===== config.mk =====
export PLATFORM = sky130hd
export DESIGN_NAME = dmux_channel_sequencer
export DESIGN_NICKNAME = d
export VERILOG_FILES = /design/src/rtl/dmux_channel_sequencer.sv
export SDC_FILE = /design/constraint.sdc
export NUM_CORES = 1
export LEC_CHECK = 0
export BUFFER_PORTS_ARGS = -buffer_cell sky130_fd_sc_hd__buf_2
export CAP_MARGIN = 20
export CELL_PAD_IN_SITES_DETAIL_PLACEMENT = 1
export CELL_PAD_IN_SITES_GLOBAL_PLACEMENT = 1
export CORE_MARGIN = 3
export CORE_UTILIZATION = 43
export DETAILED_ROUTE_END_ITERATION = 7
export PLACE_DENSITY_LB_ADDON = 0.12
export SLEW_MARGIN = 0
export SYNTH_ARGS = -nofsm -noshare
export SYNTH_HDL_FRONTEND = slang
export SYNTH_SLANG_ARGS = --single-unit
export TNS_END_PERCENT = 50

===== constraint.sdc =====
create_clock -name clk -period 4.4 [get_ports clk]
set_input_delay 0.22 -clock clk [delete_from_list [all_inputs] [get_ports clk]]
set_output_delay 0.22 -clock clk [all_outputs]
set_load 0.05 [all_outputs]

===== src/rtl/dmux_channel_sequencer.sv =====
// Registered select/data driver for a 1:8 demux: accepts single requests or auto-scans channels 0..7.
// Define DMUX_SEQ_GAP_EN to insert a one-cycle break-before-make GAP after every dwell.
module dmux_channel_sequencer #(
    parameter int HOLD_CYCLES = 4,
    parameter int CNT_W       = 8
) (
    input  logic       clk,
    input  logic       rst,
    input  logic       req_valid,
    output logic       req_ready,
    input  logic [2:0] req_dest,
    input  logic       req_data,
    input  logic       scan_en,
    input  logic       scan_data,
    output logic [2:0] s,
    output logic       i,
    output logic       busy,
    output logic       done
);

    typedef enum logic [1:0] {
        IDLE  = 2'd0,
        DRIVE = 2'd1,
        GAP   = 2'd2
    } state_t;

    localparam logic [CNT_W-1:0] HOLD_LAST = CNT_W'(HOLD_CYCLES - 1);

    state_t             state_reg;
    logic [CNT_W-1:0]   cnt_reg;
    logic [2:0]         scan_ptr_reg;
    logic               is_scan_reg;
    logic [2:0]         s_reg;
    logic               i_reg;
    logic               busy_reg;
    logic               done_reg;

    always_ff @(posedge clk) begin
        if (rst) begin
            state_reg    <= IDLE;
            cnt_reg      <= '0;
            scan_ptr_reg <= 3'd0;
            is_scan_reg  <= 1'b0;
            s_reg        <= 3'd0;
            i_reg        <= 1'b0;
            busy_reg     <= 1'b0;
            done_reg     <= 1'b0;
        end else begin
            done_reg <= 1'b0;
            case (state_reg)
                IDLE: begin
                    i_reg <= 1'b0;
                    // An explicit request wins over the scan; the scan pointer only moves on scan dwells.
                    if (req_valid) begin
                        s_reg       <= req_dest;
                        i_reg       <= req_data;
                        cnt_reg     <= HOLD_LAST;
                        is_scan_reg <= 1'b0;
                        busy_reg    <= 1'b1;
                        state_reg   <= DRIVE;
                    end else if (scan_en) begin
                        s_reg       <= scan_ptr_reg;
                        i_reg       <= scan_data;
                        cnt_reg     <= HOLD_LAST;
                        is_scan_reg <= 1'b1;
                        busy_reg    <= 1'b1;
                        state_reg   <= DRIVE;
                    end
                end
                DRIVE: begin
                    if (cnt_reg == '0) begin
                        i_reg    <= 1'b0;
                        done_reg <= 1'b1;
                        if (is_scan_reg) begin
                            scan_ptr_reg <= scan_ptr_reg + 3'd1;
                        end
`ifdef DMUX_SEQ_GAP_EN
                        state_reg <= GAP;
                        busy_reg  <= 1'b1;
`else
                        state_reg <= IDLE;
                        busy_reg  <= 1'b0;
`endif
                    end else begin
                        cnt_reg <= cnt_reg - CNT_W'(1);
                    end
                end
`ifdef DMUX_SEQ_GAP_EN
                GAP: begin
                    // s stays put for one extra cycle with i low so the old output never glitches.
                    i_reg     <= 1'b0;
                    busy_reg  <= 1'b0;
                    state_reg <= IDLE;
                end
`endif
                default: begin
                    i_reg     <= 1'b0;
                    busy_reg  <= 1'b0;
                    state_reg <= IDLE;
                end
            endcase
        end
    end

    assign req_ready = (state_reg == IDLE) & ~rst;
    assign s         = s_reg;
    assign i         = i_reg;
    assign busy      = busy_reg;
    assign done      = done_reg;

endmodule


* Word-level counts from Yosys, hierarchy flattened
Cells that the tools add are included.
Cells by class: add/subtract/negate cells 2, equality and inequality tests 4, muxes and demuxes 19, bitwise gates (word level) 3, reduce and logical (&&, ||, !) cells 9
Operators with widths (count):
- 8-bit 2-to-1 mux | 3
- 8-bit one-hot mux with 2 select lines | 1
- 8-bit logical NOT | 1
- 8-bit by 1-bit subtractor with 8-bit output, second input constant | 1
- 1-bit 2-to-1 mux | 7
- 2-bit 2-to-1 mux | 3
- 3-bit 2-to-1 mux | 2
- 3-bit AND reduction | 2
- 2-bit != test, second input constant | 2
- 1-bit one-hot mux with 2 select lines | 2
- 2-bit one-hot mux with 2 select lines | 1
- 2-bit AND reduction | 2
- 2-bit nonzero test | 2
- 3-bit by 1-bit adder with 3-bit output, second input constant | 1
- 3-bit != test, second input constant | 1
- 2-bit by 1-bit == test with 1-bit output, second input constant | 1
- 2-bit logical NOT | 1
- 1-bit inverter | 2
- 2-bit OR reduction | 1
- 1-bit AND | 1
Word-level totals: register bits 20, input port bits 9, output and inout port bits 7, word-level logic and storage cells 45

* Logic depth before layout (Yosys ltp)
Gate-level depths: netlist of run 1.
depth in word-level cells 3, mapped depth 6, mapped depth without buffers 6

* Least setup slack after synthesis of run 1
OpenSTA, ideal clock, no wires.
path kind flip-flop to flip-flop, from register, netlist name busy, to register cnt_reg[5], library setup time 0.074 ns, data arrival time 1.738 ns, data required time 4.326 ns, slack 2.587 ns, cell stages (with the launch flop) 5, buffers on the path 0, cells stage by stage dfxtp_1 -> inv_1 -> a31oi_4 -> or3b_2 -> a31oi_1
RTL lines:
- end signal, assigned | line 85 | cnt_reg <= cnt_reg - CNT_W'(1);
- end, declared | line 30 | logic [CNT_W-1:0] cnt_reg;

* Worst setup path after layout of run 1
from register cnt_reg[0], to register cnt_reg[7]
On the way: longest elaborated chain between the ends 3, elaborated cells between the ends (all ways) 6
Ends and longest elaborated chain (line):
- 8-bit by 1-bit subtractor with 8-bit output or 8-bit logical NOT (tied branches) | 85, 71
- 8-bit 2-to-1 mux or 2-bit != test (tied branches)
- 8-bit one-hot mux with 2 select lines or 3-bit AND reduction (tied branches)
Several ways; a longest one is shown, not always the timed one. The select of a mux whose other input is x is not followed. A chain may end at the register's enable or synchronous reset.

==> flow_summary.ini, run 1 <==
[worst_setup_path]
crit_path_start_kind = flop
path_cells = inv_1 -> ha_1 -> and4bb_2 -> a21o_4 -> nor4_2 -> mux2_4
criticalPathCategory = flop to flop
crit_required_ns = 4.59
worstReg2RegStart = cnt_reg[0]
arrival_ns = 2.09
r2r_slack_ns = 2.50
crit_fanout = 5
cp_slowest_cell = dfxtp_1
cp-end-kind = flop
rr_endpoint = cnt_reg[7]
ff2ff_path_depth = 6
cpPeakStageDelay_ns = 0.37

[yosys]
ys_types = 32
synth_top_area_share_pct = 40.74
synth_top_area_cell = dfxtp_1
ys_top_cells_by_area = dfxtp_1 (41%), nor2_1 (5.9%), a211oi_1 (5.1%), mux2i_1 (4.5%), nor3_1 (4.0%)
syn_inst = 94
seq_area_frac_synth_pct = 40.74
syn_area_um2 = 884.6
synth_warnings = 0
ys_seq_elements = 18
synth_fp_nets = 105
syn_area_per_cell_um2 = 9.411

[floorplan]
io_pins = 16
core.rowCount = 15
die_x_um = 51.36
core_area_mm2 = 0.001839
dieArea_mm2 = 0.002637
initial_core_util_pct = 48.10
fp.dieH_um = 51.36

[sta]
slew_viol_final = 0
tightestPinTransition_ns = 0.7457
hold_viol = 0
rsz0062_at_grt = false
fmax_ghz = 0.5259
tns_ns = 0
min_period_over_period_pct = 43.21
timing.final.crit_period_ns = 1.901
finalClockSkew_ns = 0.003321
slew_headroom_pct = 50.10
finalSetupViolations = 0

[worst_hold_path]
hp-class = primary input to flop
worst_hold_path.endpoint = is_scan_reg
hold_start = req_valid
min_path_cells = 2

[finish]
n_antenna_cell = 0
largest_reg_flops = 8
design_area_mm2 = 0.001008
syn2layout_area_growth_pct = 14.00
final_common_cell = dfxtp_1
fin_nets = 121
most-common-layout-cells = dfxtp_1 (18), buf_2 (15), nor2_1 (14), nor3_1 (7), a211oi_1 (6)
drive_gt1_share_pct = 26.61

[global_routing]
grt_pass1_vias = 794
grt_pass1_wl_mm = 3.512
grt-ovfl-total = 0
grt_start_max_net_pins = 21
grtUsageTotal_pct = 17.92
grt_antenna_before_repair = 0

[route]
drtIter0Drc = 4
drc = 0
drt_first_pass_iters = 4
via_count = 761
routedWlPerCell_um = 15.17
wl_mm = 2.033
detail-route-antenna-nets = 0
via_per_inst = 5.679

[cts]
cts_tree = yes
cts_max_level = 1
clk_latency_ns = 0.29
cts-hold-fix-buffers = 0
max-clock-path-buffers = 2
cts_root_buf = clkbuf_4
post_cts_buffers = 0
clk_pin_slew_worst_paths_ns = 0.11
cts-resized-gates = 0
tritoncts.num_buffers = 3
clkSinkCount = 18

[place]
placed_cell_area_um2 = 972.2
detailed_place_hpwl_mm = 1.506
gp_congestion = 0.7793
portBuffers = 15

[status]
outcome = complete, no violations

[power_and_ir_drop]
peakVddDrop_v = 0.0002388
leakagePower_nw = 0.4116
powerDensity_mw_per_mm2 = 483.8

[job]
maxCapViolations = 0
## cells in the mapped netlist (all sizes together)
master / instances
a22oi: 1
and2: 1
nand4: 2
xor2: 2
a21o: 1
nor3: 7
or3: 1
ha: 2
inv: 3
nor2: 14
nand3: 3
o21ai: 2
nor3b: 2
a31oi: 2
nor4: 2
nand2: 4
and4bb: 1
clkbuf: 2
a2111oi: 1
o31ai: 1
dfxtp: 18
a211oi: 7
a21oi: 4
buf: 2
or3b: 1
mux2: 1
mux2i: 4
xnor2: 3
## worst max path at each step
stage | cells past startpoint | endpoint | slack (ns) | from
after floorplan | 4 | cnt_reg[5] | 2.59 | busy
after global placement | 6 | cnt_reg[7] | 2.60 | cnt_reg[0]
after detailed placement | 6 | cnt_reg[7] | 2.52 | cnt_reg[0]
after CTS | 6 | cnt_reg[7] | 2.49 | cnt_reg[0]
after global routing | 6 | cnt_reg[7] | 2.40 | cnt_reg[0]
final | 6 | cnt_reg[7] | 2.50 | cnt_reg[0]
## power breakdown
group	switching [mW]	internal, mW	leakage (nW)	total [mW]
registers	0.0233	0.183	0.148	0.206
clock network	0.0520	0.0504	0.0210	0.102
logic	0.110	0.0690	0.243	0.179
total	0.186	0.302	0.412	0.488
## stage by stage
step	hold WS, ns	setup slack [ns]	std cells	util [%]	total power, mW
floorplan	0.4387	2.587	94	-	0.3494
global placement	0.4862	2.597	130	52.86	0.3804
detailed placement	0.5096	2.524	130	52.86	0.3882
CTS	0.2681	2.492	134	54.83	0.4925
global route	0.3044	2.399	134	54.83	0.5145
finish	0.2739	2.499	134	54.83	0.4879
## cell type report
type                       count  area (µm²)
fill                         236       830.8
multi-input combinational     69       494.2
sequential                    18       360.3
timing repair buffer          15       75.07
clock buffer                   4       36.28
tap                           25       31.28
inverter                       3       11.26
## layer usage
metal / part of all wire (%) / track usage (%) / wire length, µm
met1: 45 / 20.32 / 906
met4: 0.84 / 9.607 / 17
met5: 0 / 0 / 0
met2: 52 / 31.12 / 1057
met3: 2.6 / 3.790 / 52
## worst max-delay path: cells and delay by family (launching register included)
kind	cells	cell delay, ns
buffers and inverters	1	0.09
muxes	1	0.32
adders and majority gates	1	0.28
and+or+nand+nor	2	0.50
AOI/OAI and AO/OA	1	0.25
DFF	1	0.37
## cell families (layout without fill, tap and decap cells)
kind of cell / after synthesis / in the layout / share of synthesized area (%)
xor gates and xnor gates: 5 / 5 / 4.951
adders and majority gates: 2 / 2 / 2.828
muxes: 5 / 5 / 6.223
AOI/OAI and AO/OA: 19 / 19 / 17.40
buffers and inverters: 7 / 22 / 3.395
DFF: 18 / 18 / 40.74
and+or+nand+nor: 38 / 38 / 24.47
Note: power is estimated with default switching activity, not from simulation.
==> run 2: changes to the inputs <==
ABC_AREA = 1   (was default)
CORE_UTILIZATION = 37   (was 43)
clock period = 1.92 ns   (was 4.4 ns; I/O delays follow)
==> flow_summary.ini, run 2 <==
[cts]
clkSinkCount = 18
cts_max_level = 1
cts_root_buf = clkbuf_4
cts_tree = yes
cts-resized-gates = 0
max-clock-path-buffers = 2
clk_pin_slew_worst_paths_ns = 0.10
clk_latency_ns = 0.30
tritoncts.num_buffers = 3
post_cts_buffers = 0
cts-hold-fix-buffers = 0

[status]
outcome = complete, no violations

[finish]
final_common_cell = nand2_1
multi_input_area_um2 = 410.4
fillers = 285
fin_nets = 142
drive_gt1_share_pct = 22.31
syn2layout_area_growth_pct = 17.80
post-route-util_pct = 47.86
layout.area.seq_um2 = 360.3
n_antenna_cell = 0
largest_reg_flops = 8
most-common-layout-cells = nand2_1 (20), dfxtp_1 (18), nor2_1 (15), buf_2 (15), inv_1 (13)
stdcell_count = 157

[worst_hold_path]
hp-class = primary input to flop

[sta]
finalClockSkew_ns = 0.01037
finalSetupViolations = 0
min_period_over_period_pct = 72.90
fmax_ghz = 0.7144
tns_ns = 0
slew_headroom_pct = 81.28
rsz0062_at_grt = false
tightestPinTransition_ns = 0.2786
timing.final.crit_period_ns = 1.400
slew_viol_final = 0
hold_viol = 0
hold_ws_ns = 0.05446

[yosys]
ys_top_cells_by_area = dfxtp_1 (43%), nand2_1 (9.0%), nor2_1 (6.8%), inv_1 (5.9%), a21oi_1 (5.4%)
ys_types = 22
synth_mux_area_share_pct = 0
synth_top_area_cell = dfxtp_1
yosys.area_share.simple_pct = 25.79
synthAdderAreaFrac_pct = 3.017
seq_area_frac_synth_pct = 43.44
synth_fp_nets = 122
ys_top_cells_by_count = nand2_1 (20), dfxtp_1 (18), nor2_1 (15)
ys.flop_type = dfxtp_1
syn_area_per_cell_um2 = 7.473
synth_top_family_by_area = simple AND/OR/NAND/NOR gates
ys_async_sr_fraction_pct = 0
synth_edf_count = 0
syn_inst = 111
synth_most_common_cell = nand2_1
ys_seq_elements = 18
synth-compound-area-share_pct = 18.55
synth_warnings = 0
synth_top_area_share_pct = 43.44
synth_xor_area_share_pct = 2.112
syn_area_um2 = 829.5

[global_routing]
grt_pass1_wl_mm = 3.450
grt-ovfl-total = 0
grt_pass1_vias = 793
grtUsageTotal_pct = 17.00
grt_start_max_net_pins = 11
grt_antenna_before_repair = 0

[route]
routedWlPerCell_um = 11.97
via_count = 765
drt_first_pass_iters = 2
drc = 0
via_per_inst = 4.873
drtIter0Drc = 2
detail-route-antenna-nets = 0
wl_mm = 1.879

[floorplan]
die_x_um = 53.35
core.rowCount = 16
fp.dieH_um = 53.35
core_area_mm2 = 0.002042
dieArea_mm2 = 0.002846
initial_core_util_pct = 40.63
io_pins = 16

[power_and_ir_drop]
powerDensity_mw_per_mm2 = 994.4
power_mw = 0.9717
leakagePower_nw = 0.4458
peakVddDrop_v = 0.0004054

[place]
gp_congestion = 0.7360
portBuffers = 15
detailed_place_hpwl_mm = 1.516
post-place-cells = 153

[worst_setup_path]
crit_required_ns = 2.12
cp-end-kind = flop
path_buf_inv = 1
crit_path_start_kind = flop
cpPeakStageDelay_ns = 0.31
crit_fanout = 4
criticalPathCategory = flop to flop
path_cells = inv_1 -> ha_1 -> nand2_1 -> nor2_1 -> nand3_1 -> o21ai_0 -> a21oi_1
cp_slowest_cell = dfxtp_1
arrival_ns = 1.60
cp_top_family = simple AND/OR/NAND/NOR gates

[job]
maxCapViolations = 0
==> run 2: worst paths after layout <==
| kind | slack, ns | end | from | cells past startpoint |
|---|---|---|---|---|
| worst max register to register | 0.52 | scan_ptr_reg[1] | cnt_reg[0] | 7 |
| worst min-delay path | 0.05 | s[1] | req_dest[1] | 3 |
| worst max-delay path | 0.52 | scan_ptr_reg[1] | cnt_reg[0] | 7 |
| worst min register to register | 0.47 | i | i | 2 |
==> run 2: worst reg2reg max path, stage by stage (launching register included) <==
cell	delay (ns)
dfxtp_1	0.31
inv_1	0.09
ha_1	0.18
nand2_1	0.12
nor2_1	0.17
nand3_1	0.16
o21ai_0	0.21
a21oi_1	0.06
==> run 2: layer usage <==
metal  share of wire (%)  track usage [%]  up-vias
li1                    -                -      400
met1                  47            20.85      348
met2                  46            27.14       12
met3                 5.0            6.479        5
met4                 1.2            5.106        0
met5                   0                0        -
==> run 2: power by group <==
group | leakage, nW | switching [mW] | total [mW] | internal, mW
Sequential | 0.148 | 0.0206 | 0.430 | 0.409
Combinational | 0.277 | 0.219 | 0.310 | 0.0907
Clock | 0.0210 | 0.116 | 0.232 | 0.116
Total | 0.446 | 0.356 | 0.972 | 0.616
==> run 2: metrics by stage <==
step                      instance area [µm²]  setup WS, ns
after floorplan                         829.5        0.4579
after global placement                  940.9        0.5723
after detailed placement                940.9        0.5411
after CTS                               977.2        0.5012
after global routing                    977.2        0.3146
final                                   977.2        0.5203
==> run 2: area by class of cell <==
type | instances | share of cell area [%]
multi-input combinational | 78 | 42.00
sequential | 18 | 36.88
timing repair buffer | 16 | 8.451
inverter | 14 | 5.506
clock buffer | 4 | 3.713
tap | 27 | 3.457
==> run 2: cells by family (layout without fill, tap and decap cells) <==
| logic type | Yosys count | in the layout |
|---|---|---|
| AND/OR/NAND/NOR | 49 | 49 |
| AO/OA/AOI/OAI | 25 | 25 |
| flip-flops | 18 | 18 |
| buffers and inverters | 15 | 34 |
| adder cells (fa/ha/maj) | 2 | 2 |
| XOR/XNOR | 2 | 2 |
==> run 3: changes to the inputs <==
ABC_AREA = 0   (was 1)
CORE_UTILIZATION = 40   (was 37)
clock period = 1.5 ns   (was 1.92 ns; I/O delays follow)
==> flow_summary.ini, run 3 (synthesis results as in run 1) <==
[status]
outcome = finished with violations
violations = negative setup slack

[finish]
drive_gt1_share_pct = 50.76
largest_reg_flops = 8
final_common_cell = buf_4
syn2layout_area_growth_pct = 43.00
n_antenna_cell = 0
fin_nets = 144
most-common-layout-cells = buf_4 (21), buf_2 (15), nor2_1 (14), dfxtp_1 (12)
stdcell_count = 159

[sta]
setup_ws_ns = -0.1392
slew_viol_final = 0
rsz0062_at_grt = true
finalClockSkew_ns = 0.003493
tightestPinTransition_ns = 0.5627
finalSetupViolations = 7
fmax_ghz = 0.6100
slew_headroom_pct = 62.17
hold_ws_ns = 0.1198
timing.final.crit_period_ns = 1.639
hold_viol = 0
min_period_over_period_pct = 109.3
tns_ns = -0.3995

[global_routing]
grt_pass1_vias = 863
grt_antenna_before_repair = 0
grtUsageTotal_pct = 19.53
grt-ovfl-total = 0
grt_start_max_net_pins = 21
grt_pass1_wl_mm = 3.939

[place]
detailed_place_hpwl_mm = 1.738
portBuffers = 15
post-place-cells = 148
dp_slack_ns = -0.1369
gp_congestion = 0.7580

[route]
wl_met3_um = 50
routed-wl-met2_mm = 1.393
top_layer_used = met4
drt-met1-wl_mm = 1.238
routedWlPerCell_um = 17.10
detail-route-antenna-nets = 0
wl_mm = 2.719
drc = 0
drt_first_pass_iters = 4
via_per_inst = 5.428
via_count = 863
drtIter0Drc = 15

[cts]
max-clock-path-buffers = 2
cts_tree = yes
clkSinkCount = 18
cts-hold-fix-buffers = 0
cts_root_buf = clkbuf_4
clk_latency_ns = 0.30
cts_max_level = 1
tritoncts.num_buffers = 3
clk_pin_slew_worst_paths_ns = 0.11

[floorplan]
die_x_um = 53.03
core.rowCount = 16
fp.dieH_um = 53.03
core_area_mm2 = 0.002022
initial_core_util_pct = 43.75
io_pins = 16
dieArea_mm2 = 0.002812

[worst_hold_path]
hp-class = primary input to flop
min_path_cells = 2

[power_and_ir_drop]
peakVddDrop_v = 0.0008142
switchingPower_mw = 0.6999
leakagePower_nw = 0.5387
sw_frac_of_total_pct = 38.25
power_mw = 1.830
comb_power_share_pct = 49.5
intPower_mw = 1.130
pwr-share-seq_pct = 33.4
clkPwrFrac_pct = 17.1
powerDensity_mw_per_mm2 = 1446

[worst_setup_path]
crit_path_start_kind = flop
criticalPathCategory = flop to flop
arrival_ns = 1.85
ff2ff_path_depth = 6
crit_required_ns = 1.71
crit_fanout = 4
cp-end-kind = flop

[job]
maxCapViolations = 0
[run 3: cell count changes in the layout (fill, tap and decap cells not counted), sizes merged, moves of 2 or more]
| cell | change |
|---|---|
| nor3 | +4 |
| xnor2 | +3 |
| buf | +22 |
| nand3 | -2 |
| inv | -10 |
| nor2 | -2 |
| nor3b | +2 |
| mux2i | +4 |
| o21ai | -8 |
| a211oi | +7 |
| nand2 | -19 |
| a21oi | -7 |
[run 3: through the flow]
step	instance area (µm²)	util, %
final	1265	62.56
after global routing	1265	62.56
after CTS	1187	58.73
after detailed placement	1120	55.38
after global placement	1120	55.38
after floorplan	909.6	-
[run 3: final timing paths]
kind	from	end	slack (ns)
worst max-delay path	cnt_reg[0]	cnt_reg[7]	-0.14
worst min-delay path	req_valid	is_scan_reg	0.12
worst max register to register	cnt_reg[0]	cnt_reg[7]	-0.14
worst min register to register	s[1]	s[1]	0.50
[run 3: power by group through the flow]
stage / Sequential [mW] / Combinational (mW) / Clock (mW)
2_1_floorplan: 0.675 / 0.386 / 0
3_3_place_gp: 0.608 / 0.712 / 0
3_5_place_dp: 0.613 / 0.728 / 0
4_1_cts: 0.605 / 0.777 / 0.317
5_1_grt: 0.617 / 0.961 / 0.350
6_report: 0.611 / 0.907 / 0.313
[run 3: per-layer routing]
layer	track usage [%]	up-vias
li1	-	414
met1	21.90	430
met2	35.12	13
met3	2.535	6
met4	10.64	0
met5	0	-
[run 3: layout make-up]
type	count	area, µm²
clock buffers	4	36.28
well taps	27	33.78
fillers	246	757.0
multi-input cells	69	560.5
flip-flops and latches	18	367.9
inverters	3	11.26
repair buffers	38	255.2
[run 3: timing repair]
item,CTS,global route
resized for setup,5,10
pin swaps,3,6
setup endpoints to repair,8,10
cloned,0,0
buffers inserted,2,5
[run 3: worst max-delay path: stages, from the launching register on]
cell	delay (ns)
dfxtp_2	0.37
inv_2	0.06
ha_4	0.16
and4bb_2	0.27
a21o_4	0.22
nor4_4	0.14
mux2_4	0.31
